===== config.mk =====
export PLATFORM = sky130hd
export DESIGN_NAME = alu_op_sequencer
export DESIGN_NICKNAME = d
export VERILOG_FILES = /design/src/rtl/alu_op_sequencer.sv
export SDC_FILE = /design/constraint.sdc
export NUM_CORES = 1
export LEC_CHECK = 0
export ABC_AREA = 1
export ABC_CLOCK_PERIOD_IN_PS = 1500
export CAP_MARGIN = 0
export CORE_AREA = 2 2 71 73
export CTS_CLUSTER_DIAMETER = 60
export CTS_CLUSTER_SIZE = 16
export DETAILED_ROUTE_END_ITERATION = 10
export DIE_AREA = 0 0 73 75
export PLACE_DENSITY = 0.75
export RECOVER_POWER = 50
export SLEW_MARGIN = 30
export SYNTH_ARGS = -nofsm -noshare
export SYNTH_HDL_FRONTEND = slang
export SYNTH_SLANG_ARGS = --single-unit

===== constraint.sdc =====
create_clock -name clk -period 1.5 [get_ports clk]
set_input_delay 0.3 -clock clk [delete_from_list [all_inputs] [get_ports clk]]
set_output_delay 0.3 -clock clk [all_outputs]
set_load 0.01 [all_outputs]

===== src/rtl/alu_op_sequencer.sv =====
// Host-facing sequencer for a registered ALU: accepts one op, waits out ALU latency, returns result.
// Latency: capture at accept edge + ALU_LATENCY + 1; result held until res_ready (no in_ready bypass).
module alu_op_sequencer #(
  parameter int ALU_LATENCY = 1,
  parameter int WIDTH       = 8
) (
  input  logic             clk,
  input  logic             rst_n,
  input  logic             in_valid,
  output logic             in_ready,
  input  logic [3:0]       in_opcode,
  input  logic [WIDTH-1:0] in_a,
  input  logic [WIDTH-1:0] in_b,
  input  logic             in_use_acc,
  output logic [WIDTH-1:0] alu_a,
  output logic [WIDTH-1:0] alu_b,
  output logic [3:0]       alu_opcode,
  input  logic [WIDTH-1:0] alu_out,
  output logic             res_valid,
  input  logic             res_ready,
  output logic [WIDTH-1:0] res_data,
  output logic [WIDTH-1:0] acc,
  output logic             busy,
  output logic [7:0]       op_count
);

  localparam logic [1:0] S_IDLE = 2'd0;
  localparam logic [1:0] S_WAIT = 2'd1;
  localparam logic [1:0] S_DONE = 2'd2;

  localparam logic [3:0] LAT_INIT = 4'(ALU_LATENCY);

  logic [1:0] state;
  logic [3:0] cnt;

  assign in_ready  = (state == S_IDLE);
  assign res_valid = (state == S_DONE);
  assign busy      = (state != S_IDLE);

  always_ff @(posedge clk or negedge rst_n) begin
    if (!rst_n) begin
      state      <= S_IDLE;
      cnt        <= '0;
      alu_a      <= '0;
      alu_b      <= '0;
      alu_opcode <= '0;
      res_data   <= '0;
      acc        <= '0;
      op_count   <= '0;
    end else begin
      case (state)
        S_IDLE: begin
          if (in_valid) begin
            // Operands stay frozen until the next accept so the ALU sees stable inputs.
            alu_opcode <= in_opcode;
            alu_b      <= in_b;
            alu_a      <= in_use_acc ? acc : in_a;
            cnt        <= LAT_INIT;
            state      <= S_WAIT;
          end
        end
        S_WAIT: begin
          if (cnt == 4'd0) begin
            res_data <= alu_out;
            acc      <= alu_out;
            op_count <= op_count + 8'd1;
            state    <= S_DONE;
          end else begin
            cnt <= cnt - 4'd1;
          end
        end
        S_DONE: begin
          if (res_ready) state <= S_IDLE;
        end
        default: state <= S_IDLE;
      endcase
    end
  end

endmodule


## Word level (Yosys, flattened, before mapping)

Index checks and enable logic that the tools add are counted.

- Register bits: 42

- $add $sub $neg: 2
- Equality and inequality tests: 6
- Mux-type cells: 8
- Reductions and logical operators: 8

Operators by type and width:

| cell | count |
|---|---|
| adder 8 x 1 -> 8 bit, second input constant | 1 |
| two-way mux 4 bit | 2 |
| two-way mux 8 bit | 1 |
| one-hot mux 4 bit (2 select lines) | 1 |
| two-way mux 2 bit | 3 |
| inequality test 2 bit, second input constant | 3 |
| one-hot mux 2 bit (3 select lines) | 1 |
| AND reduction 3 bit | 2 |
| logical NOT 4 bit | 1 |
| AND reduction 2 bit | 2 |
| nonzero test 2 bit | 2 |
| subtractor 4 x 1 -> 4 bit, second input constant | 1 |
| equality test 2 x 1 -> 1 bit, second input constant | 1 |
| equality test 2 bit, second input constant | 1 |
| logical NOT 2 bit | 1 |
| inequality test 2 x 1 -> 1 bit, second input constant | 1 |

## Longest topological paths before layout

Gate-level depths: netlist of run 1.

- Word-level depth: 3
- Gate-level depth with buffers: 8
- Mapped depth without buffers: 8

## Least setup slack after synthesis of run 1

No wires, ideal clock.

- Kind: register to register
- Start: reg cnt[0]
- End: reg acc[0]
- Buffers on the path: 1
- Stages on the path, launching flop included: 7
- Setup time: 0.126 ns
- Clock period less this slack: 1.233 ns
- Required time: 1.374 ns
- Arrival: 1.107 ns
- Setup slack: 0.267 ns
- Path through: dfrtp_1 > inv_1 > ha_1 > nand2_2 > nor2_4 > buf_6 > o21ai_0

- Cells in the longest elaborated chain, start to end: 2

RTL lines:

| element | line | source |
|---|---|---|
| start: declaration | 34 | `logic [3:0] cnt;` |
| start signal: assignment | 69 | `cnt <= cnt - 4'd1;` |
| logical NOT 4 bit | 63 | `if (cnt == 4'd0) begin` |
| AND reduction 2 bit (no source line) | n/a |  |
| end signal: assignment | 65 | `acc <= alu_out;` |
| end: declaration | 22 | `output logic [WIDTH-1:0] acc,` |

Every way passes these cells.
A chain may end at the register's enable or synchronous reset.

## Worst setup path in the final report of run 1

- Start: reg op_count[0]
- End: out op_count[0]

RTL lines:

| element | line | source |
|---|---|---|
| start: declaration | 24 | `output logic [7:0] op_count` |
| start signal: assignment | 66 | `op_count <= op_count + 8'd1;` |

No word-level cell between the ends.

==> results.py, run 1 <==
metrics = {
    "power_and_ir_drop": {
        "power_mw": 5.53,
        "leakage_nw": 1.55,
        "ir_worst_vdd_mv": 0.995,
        "power_per_cell_area_nw_per_um2": 1910,
    },
    "drt": {
        "wl_met2_um": 2250,
        "vias": 1702,
        "drtAntennaViolNets": 0,
        "routed_wl_um": 4580,
        "dr.pass1.iters": 4,
        "routed.top_layer": "met4",
        "drt_iter0_drc": 96,
        "drc": 0,
        "viasPerCell": 4.59,
        "routed-wl-met3_um": 227,
        "routedWlPerCell_um": 12.3,
        "drt-met1-wl_um": 2050,
    },
    "worst_setup_path": {
        "cp_max_fo": 2,
        "cpLargestDelayFamily": "buffers and inverters",
        "end_kind": "primary output",
        "cp.arrival_ns": 1.17,
        "startpoint_type": "flip-flop",
        "cp_cell_sequence": "clkdlybuf4s50_1",
        "worst_ep_required_time_ns": 1.20,
        "crit_type": "flip-flop to primary output",
        "cp_slowest_cell": "clkdlybuf4s50_1",
        "path_buf_inv": 1,
        "slowest_delay_ns": 0.53,
        "ff2ff_setup_slack_ns": 0.09,
    },
    "yosys": {
        "seq_area_frac_synth_pct": 53.5,
        "ys_ff_latch": 42,
        "synth_warnings": 0,
        "synth-async-reset-ratio_pct": 100,
        "synth_edf_count": 0,
        "synth_xor_area_share_pct": 2.23,
        "synth-main-ff-cell": "dfrtp_1",
        "synth_compound_area_share_pct": 8.29,
        "synth_cell_type_count": 23,
        "synth_adder_area_share_pct": 1.27,
        "syn_area_um2": 1960,
        "yosys.area_share.simple_pct": 24.5,
        "synthCells": 229,
        "synth_top_family_by_area": "simple AND/OR/NAND/NOR gates",
        "avgSynthCellArea_um2": 8.57,
        "muxShareOfSynthArea_pct": 0,
        "synth_nets": 264,
    },
    "placed_design": {
        "port_buffers": 79,
        "hpwl_um": 3390,
        "gp_congestion": 0.751,
        "dpl.cell_count": 354,
        "dpl_worst_slack_ns": 0.0808,
    },
    "sta": {
        "relSlewSlack_pct": 70.0,
        "finalHoldViolations": 0,
        "finClkSkew_ns": 0.00632,
        "finalCriticalPeriod_ns": 1.47,
        "worstMarginPinSlew_ns": 0.450,
        "hold_slack_ns": 0.482,
        "drv_slew": 0,
        "final-setup-viol-count": 0,
        "period_share_pct": 98.3,
        "layout_setup_ws_ns": 0.0256,
        "fmax_mhz": 678,
    },
    "clocking": {
        "tritoncts": "built",
        "cts.sinks": 42,
        "cts_made_buffers": 5,
        "root_buffer": "clkbuf_8",
        "cts_buffer_depth": 2,
        "htreeDepth": 2,
        "clk_latency_ns": 0.29,
        "clk_pin_slew_ns": 0.08,
    },
    "global_route": {
        "grt_start_max_net_pins": 25,
        "globalRouteTotalUtil_pct": 16.6,
        "grt_pass1_wl_um": 6950,
        "antenna_found_initial": 0,
        "grt_remaining_overflow": 0,
        "grt_pass1_vias": 1548,
    },
    "die": {
        "start_util_pct": 42.1,
        "num_rows": 25,
        "die_x_um": 73,
        "io-pin-count": 80,
        "core_area_um2": 4660,
        "die_y_um": 75,
        "dieArea_um2": 5480,
    },
    "cells_and_area": {
        "drive_gt1_share_pct": 11.4,
        "diodes": 0,
        "area_growth_pct": 47.5,
        "fin_nets": 351,
        "n_fill_cell": 430,
        "post-route-util_pct": 62.1,
        "multi_input_area_um2": 707,
        "finalNonFillerCells": 371,
        "ff_latch_area_um2": 1050,
    },
    "hold_path": {
        "min_path_type": "input pin to async pin",
    },
    "status": {
        "status": "finished clean",
    },
    "job": {
        "cap_violations": 0,
    },
}
-- per-layer routing --
layer  track usage (%)  up-vias
li1                  -      874
met1              21.4      780
met2              28.3       44
met3              3.08        4
met4              5.56        0
met5                 0        -
-- worst paths after layout --
kind,cells past startpoint,from,endpoint
max in group asynchronous,3,rst_n,op_count[0]
worst max-delay path,1,op_count[0],op_count[0]
worst min register to register,2,alu_opcode[3],alu_opcode[3]
worst max register to register,7,cnt[0],acc[2]
worst min-delay path,2,rst_n,alu_b[5]
min in group clk,2,alu_opcode[3],alu_opcode[3]
-- synth_stat cells, types with 2 or more instances --
cell	count	area, um2
nand2_2	4	25.0
o21ai_1	7	35.0
buf_6	5	56.3
nand3b_1	2	15.0
o21ai_0	13	65.1
buf_4	9	67.6
dfrtp_1	42	1050
nor2_2	2	12.5
nor2_1	6	22.5
nand2_1	97	364
inv_1	17	63.8
xnor2_1	2	17.5
o21ai_2	5	43.8
ha_1	2	25.0
xor2_1	3	26.3
nand3_1	5	25.0
inv_2	2	7.51
-- cell usage in the layout (no fill, tap or decap) --
cell type / instances
nand2_1: 99
dfrtp_1: 41
clkdlybuf4s50_1: 32
dlygate4sd2_1: 20
inv_1: 17
o21ai_0: 15
clkdlybuf4s25_1: 14
buf_4: 13
dlymetal6s2s_1: 9
nor2_1: 6
o21ai_2: 5
nand3_1: 5
o21ai_1: 5
clkbuf_8: 5
xor2_1: 3
clkbuf_1: 3
clkbuf_2: 3
nor2_2: 2
nand2_2: 2
inv_2: 2
nand3b_1: 2
xnor2_1: 2
ha_1: 2
nor2_4: 1
o31ai_1: 1
nor3_1: 1
o22ai_1: 1
a21oi_1: 1
bufinv_16: 1
dlygate4sd3_1: 1
dfrtp_2: 1
clkdlybuf4s15_1: 1
clkbuf_4: 1
-- state kept, by name, summed over array words and instances, names as in the netlist --
name / count
alu_b: 8
alu_a: 8
op_count: 8
cnt: 4
alu_opcode: 4
acc: 8
state: 2
-- logic make-up (layout without fill, tap and decap cells) --
group / after synthesis / after routing
AO/OA/AOI/OAI: 28 / 28
XOR/XNOR: 5 / 5
adder cells (fa/ha/maj): 2 / 2
buffers and inverters: 34 / 122
flip-flops: 42 / 42
AND/OR/NAND/NOR: 118 / 118
-- what timing repair did --
| item | CTS | global route |
|---|---|---|
| pin swaps | 0 | 2 |
| setup buffers | 6 | 2 |
| endpoints found under the hold margin | 18 | 0 |
| resized for setup | 24 | 26 |
| hold buffers | 1 | 0 |
| setup endpoints to repair | 26 | 35 |
-- through the flow --
| step | instance area (um2) | TNS [ns] |
|---|---|---|
| final | 2900 | 0 |
| after detailed placement | 2750 | 0 |
| after global placement | 2750 | 0 |
| after CTS | 2890 | 0 |
| after global routing | 2900 | -0.0123 |
| after floorplan | 1960 | 0 |
-- power breakdown --
group | leakage [nW] | internal [mW] | switching [mW]
combinational | 0.971 | 1.29 | 1.46
clock | 0.0524 | 0.498 | 0.371
sequential | 0.525 | 1.63 | 0.276
-- area by class of cell --
type	instances	area share [%]
sequential	42	36.3
timing repair buffer	95	30.8
multi-input combinational	153	24.4
clock buffer	7	2.63
inverter	19	2.46
tap	54	2.33
clock inverter	1	1.04
No activity file was read; power rests on OpenSTA's default activity.
==> run 2: changes to the inputs <==
GPL_ROUTABILITY_DRIVEN = 0   (was not set)
SETUP_SLACK_MARGIN = 0.05   (was not set)
==> run 2 against run 1 <==
Setup slack better by 0.064 ns. Worst hold slack got worse by 0.0055 ns. Non-clock buffer count up 2. Fmax up 4.5%. Count of clock-buffer cells in the layout stayed put. Register-to-register slack is essentially flat. Combinational power decreased by 3%. Die area is the same. Critical path type is now flip-flop to flip-flop. Largest cell class unchanged.
==> results.py, run 2 (synthesis results as in run 1) <==
metrics = {
    "placed_design": {
        "dpl_worst_slack_ns": 0.0808,
        "port_buffers": 79,
        "hpwl_um": 3390,
    },
    "drt": {
        "drt_iter0_drc": 112,
        "dr.pass1.iters": 4,
        "vias": 1718,
        "drtAntennaViolNets": 0,
        "viasPerCell": 4.61,
        "drc": 0,
        "routedWlPerCell_um": 12.1,
        "routed_wl_um": 4520,
    },
    "cells_and_area": {
        "diodes": 0,
        "fin_nets": 353,
        "layout_commonest_cell": "nand2_1",
        "multi_input_area_um2": 704,
        "ff_latch_area_um2": 1050,
        "final_cell_mix": "nand2_1, dlygate4sd2_1, dfrtp_1",
        "drive_gt1_share_pct": 11.9,
        "area_growth_pct": 45.4,
        "n_fill_cell": 443,
    },
    "global_route": {
        "grt_pass1_vias": 1552,
        "grt_start_max_net_pins": 25,
        "globalRouteTotalUtil_pct": 16.7,
        "grt_remaining_overflow": 0,
        "grt_pass1_wl_um": 7020,
        "antenna_found_initial": 0,
    },
    "clocking": {
        "clk_pin_slew_ns": 0.08,
        "root_buffer": "clkbuf_8",
        "clk_latency_ns": 0.29,
        "cts_made_buffers": 5,
        "cts_buffer_depth": 2,
        "tritoncts": "built",
        "htreeDepth": 2,
        "cts.sinks": 42,
    },
    "worst_setup_path": {
        "slowest_delay_ns": 0.37,
        "end_kind": "flip-flop",
        "r2r_start": "cnt[0]",
        "cp_cell_sequence": "inv_1 -> ha_1 -> nand2_2 -> nor2_4 -> buf_4 -> nand2_1 -> o21ai_2",
        "ff2ff_path_depth": 7,
        "rr_endpoint": "acc[2]",
        "cp_slowest_cell": "dfrtp_1",
        "worst_ep_required_time_ns": 1.72,
        "crit_type": "flip-flop to flip-flop",
        "cp.arrival_ns": 1.63,
        "startpoint_type": "flip-flop",
        "cp_max_fo": 10,
        "ff2ff_setup_slack_ns": 0.09,
    },
    "hold_path": {
        "min-delay-start": "alu_b[0]",
        "hold_end": "alu_b[0]",
        "min_path_type": "flip-flop to flip-flop",
        "holdPathStages": 2,
    },
    "power_and_ir_drop": {
        "ir_worst_vdd_mv": 0.947,
        "power_per_cell_area_nw_per_um2": 1900,
        "leakage_nw": 1.52,
    },
    "sta": {
        "worstMarginPinSlew_ns": 0.458,
        "drv_slew": 0,
        "final-setup-viol-count": 0,
        "period_share_pct": 94.0,
        "fmax_mhz": 709,
        "rsz0062_at_grt": "true",
        "finalHoldViolations": 0,
        "relSlewSlack_pct": 69.5,
        "layout_setup_ws_ns": 0.0893,
        "finClkSkew_ns": 0.00563,
        "tns_ns": 0,
        "finalCriticalPeriod_ns": 1.41,
    },
    "job": {
        "cap_violations": 0,
    },
    "die": {
        "io-pin-count": 80,
        "start_util_pct": 42.1,
        "dieArea_um2": 5480,
        "die_y_um": 75,
        "die_x_um": 73,
        "core_area_um2": 4660,
        "num_rows": 25,
    },
    "status": {
        "status": "finished clean",
    },
}
## run 2: cell count changes in the layout (fill, tap and decap cells not counted), moves of 2 or more
cell             change
dlygate4sd2_1       +24
buf_2                +2
o21ai_1              +2
dlymetal6s2s_1       -9
o21ai_0              -2
clkdlybuf4s25_1     -14
## run 2: worst max-delay path by stage
stage	startpoint	end
4_1_cts	state[0]	busy
3_5_place_dp	cnt[0]	acc[2]
6_report	cnt[0]	acc[2]
2_1_floorplan	cnt[0]	acc[0]
3_3_place_gp	state[0]	res_valid
5_1_grt	cnt[0]	acc[0]
## run 2: timing repair
action | 4_1_cts | 5_1_grt
hold endpoints to repair | 18 | 0
buffers inserted | 7 | 3
gates cloned | 0 | 0
hold buffers | 1 | 0
pin swaps | 1 | 2
resized for setup | 51 | 3
setup endpoints to repair | 47 | 14
## run 2: stage by stage
stage          std cells  utilization (%)  hold slack [ns]  power (mW)  area [um2]
2_1_floorplan        229                -          0.00441        3.60        1960
3_3_place_gp         354             59.1            0.279        4.85        2750
3_5_place_dp         354             59.1            0.275        4.93        2750
4_1_cts              370             61.4            0.481        5.47        2860
5_1_grt              373             61.3            0.508        5.87        2860
6_report             373             61.3            0.476        5.43        2860
## run 2: critical path: cells and delay by family (launching register included)
kind / cells / cell delay [ns]
simple gates: 3 / 0.35
flops: 1 / 0.37
fa+ha+maj: 1 / 0.22
compound gates: 1 / 0.06
buf+inv: 2 / 0.34
## run 2: final cells by class
class | instances | area share [%]
tap | 54 | 2.37
inverter | 19 | 2.50
sequential | 42 | 36.9
multi-input combinational | 153 | 24.7
timing repair buffer | 97 | 29.9
clock buffer | 7 | 2.67
clock inverter | 1 | 1.05
## run 2: layer usage
metal	part of all wire, %	vias to the layer above	track usage (%)
met5	0	-	0
met4	0.91	0	5.56
met3	5.3	4	2.95
met2	49	46	28.2
met1	45	789	22.0
li1	-	879	-
## run 2: where the power goes
part           total (mW)  leakage (nW)  internal (mW)  switching, mW
clock network       0.865        0.0524          0.498          0.367
logic                2.67         0.943           1.20           1.47
registers            1.89         0.525           1.63          0.265
==> run 3: changes to the inputs <==
CORE_AREA = 2 2 65 80   (was 2 2 71 73)
DIE_AREA = 0 0 67 82   (was 0 0 73 75)
==> run 3 against run 2 <==
Combinational power is 3% higher. Global-route usage is 0.91 points higher. Via count is 1.5% higher. Core utilization is 0.34 points lower. Non-clock buffer count is 1 lower. Total power is 0.11% lower. Die area is 0.35% higher. Design area is 1.7% higher. Setup slack better by 0.023 ns. Critical path depth is 4 lower. Sequential share of layout area is 0.60 points lower. Critical path type is now flip-flop to primary output. Critical endpoint is now res_valid. Largest power group unchanged.
==> results.py, run 3 (synthesis results as in run 1) <==
metrics = {
    "sta": {
        "finClkSkew_ns": 0.00415,
        "rsz0062_at_grt": "true",
        "tns_ns": 0,
        "drv_slew": 0,
        "layout_setup_ws_ns": 0.113,
        "hold_slack_ns": 0.476,
        "fmax_mhz": 721,
        "period_share_pct": 92.5,
        "relSlewSlack_pct": 60.5,
        "finalCriticalPeriod_ns": 1.39,
        "finalHoldViolations": 0,
        "worstMarginPinSlew_ns": 0.593,
        "final-setup-viol-count": 0,
    },
    "worst_setup_path": {
        "rr_endpoint": "cnt[2]",
        "worst_ep_required_time_ns": 1.20,
        "startpoint_type": "flip-flop",
        "cp_slowest_cell": "dfrtp_1",
        "cp.arrival_ns": 1.09,
        "cp_max_fo": 3,
        "slowest_delay_ns": 0.43,
        "r2r_start": "state[0]",
        "critPathLaunch": "state[0]",
        "end_kind": "primary output",
        "cp_cell_sequence": "buf_4 -> nor2_1 -> buf_2",
        "crit_end": "res_valid",
        "ff2ff_setup_slack_ns": 0.14,
        "crit_type": "flip-flop to primary output",
        "ff2ff_path_depth": 8,
    },
    "global_route": {
        "globalRouteTotalUtil_pct": 17.7,
        "antenna_found_initial": 0,
        "grt_start_max_net_pins": 43,
        "grt_remaining_overflow": 0,
        "grt_pass1_vias": 1606,
        "grt_pass1_wl_um": 7390,
    },
    "cells_and_area": {
        "ff_latch_area_um2": 1050,
        "n_fill_cell": 446,
        "post-route-util_pct": 60.9,
        "layout_commonest_cell": "nand2_1",
        "fin_nets": 352,
        "drive_gt1_share_pct": 12.6,
        "postLayoutCellArea_um2": 2900,
        "area_growth_pct": 47.9,
        "multi_input_area_um2": 712,
        "final_cell_mix": "nand2_1, dlygate4sd2_1, dfrtp_1",
        "diodes": 0,
    },
    "clocking": {
        "cts.sinks": 42,
        "htreeDepth": 2,
        "clk_pin_slew_ns": 0.08,
        "clk_latency_ns": 0.29,
        "cts_buffer_depth": 2,
        "root_buffer": "clkbuf_8",
        "cts_made_buffers": 5,
        "tritoncts": "built",
    },
    "die": {
        "dieArea_um2": 5490,
        "die_y_um": 82,
        "core_area_um2": 4760,
        "start_util_pct": 41.2,
        "die_x_um": 67,
        "io-pin-count": 80,
        "num_rows": 28,
    },
    "placed_design": {
        "dpl_cell_area_um2": 2780,
        "dpl_worst_slack_ns": 0.0735,
        "hpwl_um": 3180,
        "port_buffers": 79,
    },
    "drt": {
        "routed_wl_um": 4640,
        "drtAntennaViolNets": 0,
        "viasPerCell": 4.61,
        "drc": 0,
        "drt_iter0_drc": 94,
        "dr.pass1.iters": 4,
        "routedWlPerCell_um": 12.3,
        "vias": 1744,
    },
    "power_and_ir_drop": {
        "leakage_nw": 1.53,
        "ir_worst_vdd_mv": 1.16,
        "power_per_cell_area_nw_per_um2": 1870,
    },
    "job": {
        "cap_violations": 0,
    },
    "hold_path": {
        "min_path_type": "flip-flop to flip-flop",
    },
    "status": {
        "status": "finished clean",
    },
}
-- run 3: changes by cell type in the layout (fill, tap and decap cells not counted), sizes merged --
cell | before | now
buf | 15 | 16
bufinv | 1 | 0
clkbuf | 12 | 11
clkdlybuf4s15 | 1 | 0
clkinv | 0 | 1
-- run 3: layer usage --
layer	part of all wire, %	global-route usage, %	up-vias	wire [um]
met2	50	30.5	55	2340
li1	-	-	873	-
met1	41	21.0	810	1930
met3	6.8	4.66	6	316
met5	0	0	-	0
met4	1.2	6.12	0	57
-- run 3: worst min-delay path by stage --
stage | startpoint | end | depth (start not counted)
floorplan | rst_n | acc[0] | 0
global placement | rst_n | alu_opcode[0] | 2
detailed placement | rst_n | alu_opcode[0] | 2
CTS | alu_opcode[1] | alu_opcode[1] | 2
global route | alu_opcode[1] | alu_opcode[1] | 2
finish | alu_opcode[1] | alu_opcode[1] | 2
-- run 3: final cells by class --
class | instances | share of cell area, %
clock buffers | 7 | 2.97
clock inverters | 1 | 0.172
inverters | 19 | 2.54
multi-input cells | 153 | 24.5
flip-flops and latches | 42 | 36.3
well taps | 60 | 2.59
repair buffers | 96 | 30.9
-- run 3: timing repair --
action	CTS	global route
buffers inserted	7	3
endpoints found under the hold margin	42	0
pin swaps	1	1
setup endpoints to repair	47	15
cloned	0	1
resized for setup	54	6
hold buffers	1	0
-- run 3: critical path, delay by kind of cell (launching register included) --
kind / cells / cell delay (ns)
buffers and inverters: 2 / 0.29
flip-flops: 1 / 0.43
AND/OR/NAND/NOR: 1 / 0.09
-- run 3: report_power, final --
part / internal, mW / total (mW) / switching, mW
Clock: 0.372 / 0.753 / 0.382
Sequential: 1.63 / 1.92 / 0.287
Combinational: 1.29 / 2.75 / 1.46
-- run 3: through the flow --
step | instances | power, mW
3_5_place_dp | 358 | 4.95
5_1_grt | 378 | 5.91
6_report | 378 | 5.42
4_1_cts | 374 | 5.41
3_3_place_gp | 358 | 4.87
2_1_floorplan | 229 | 3.60
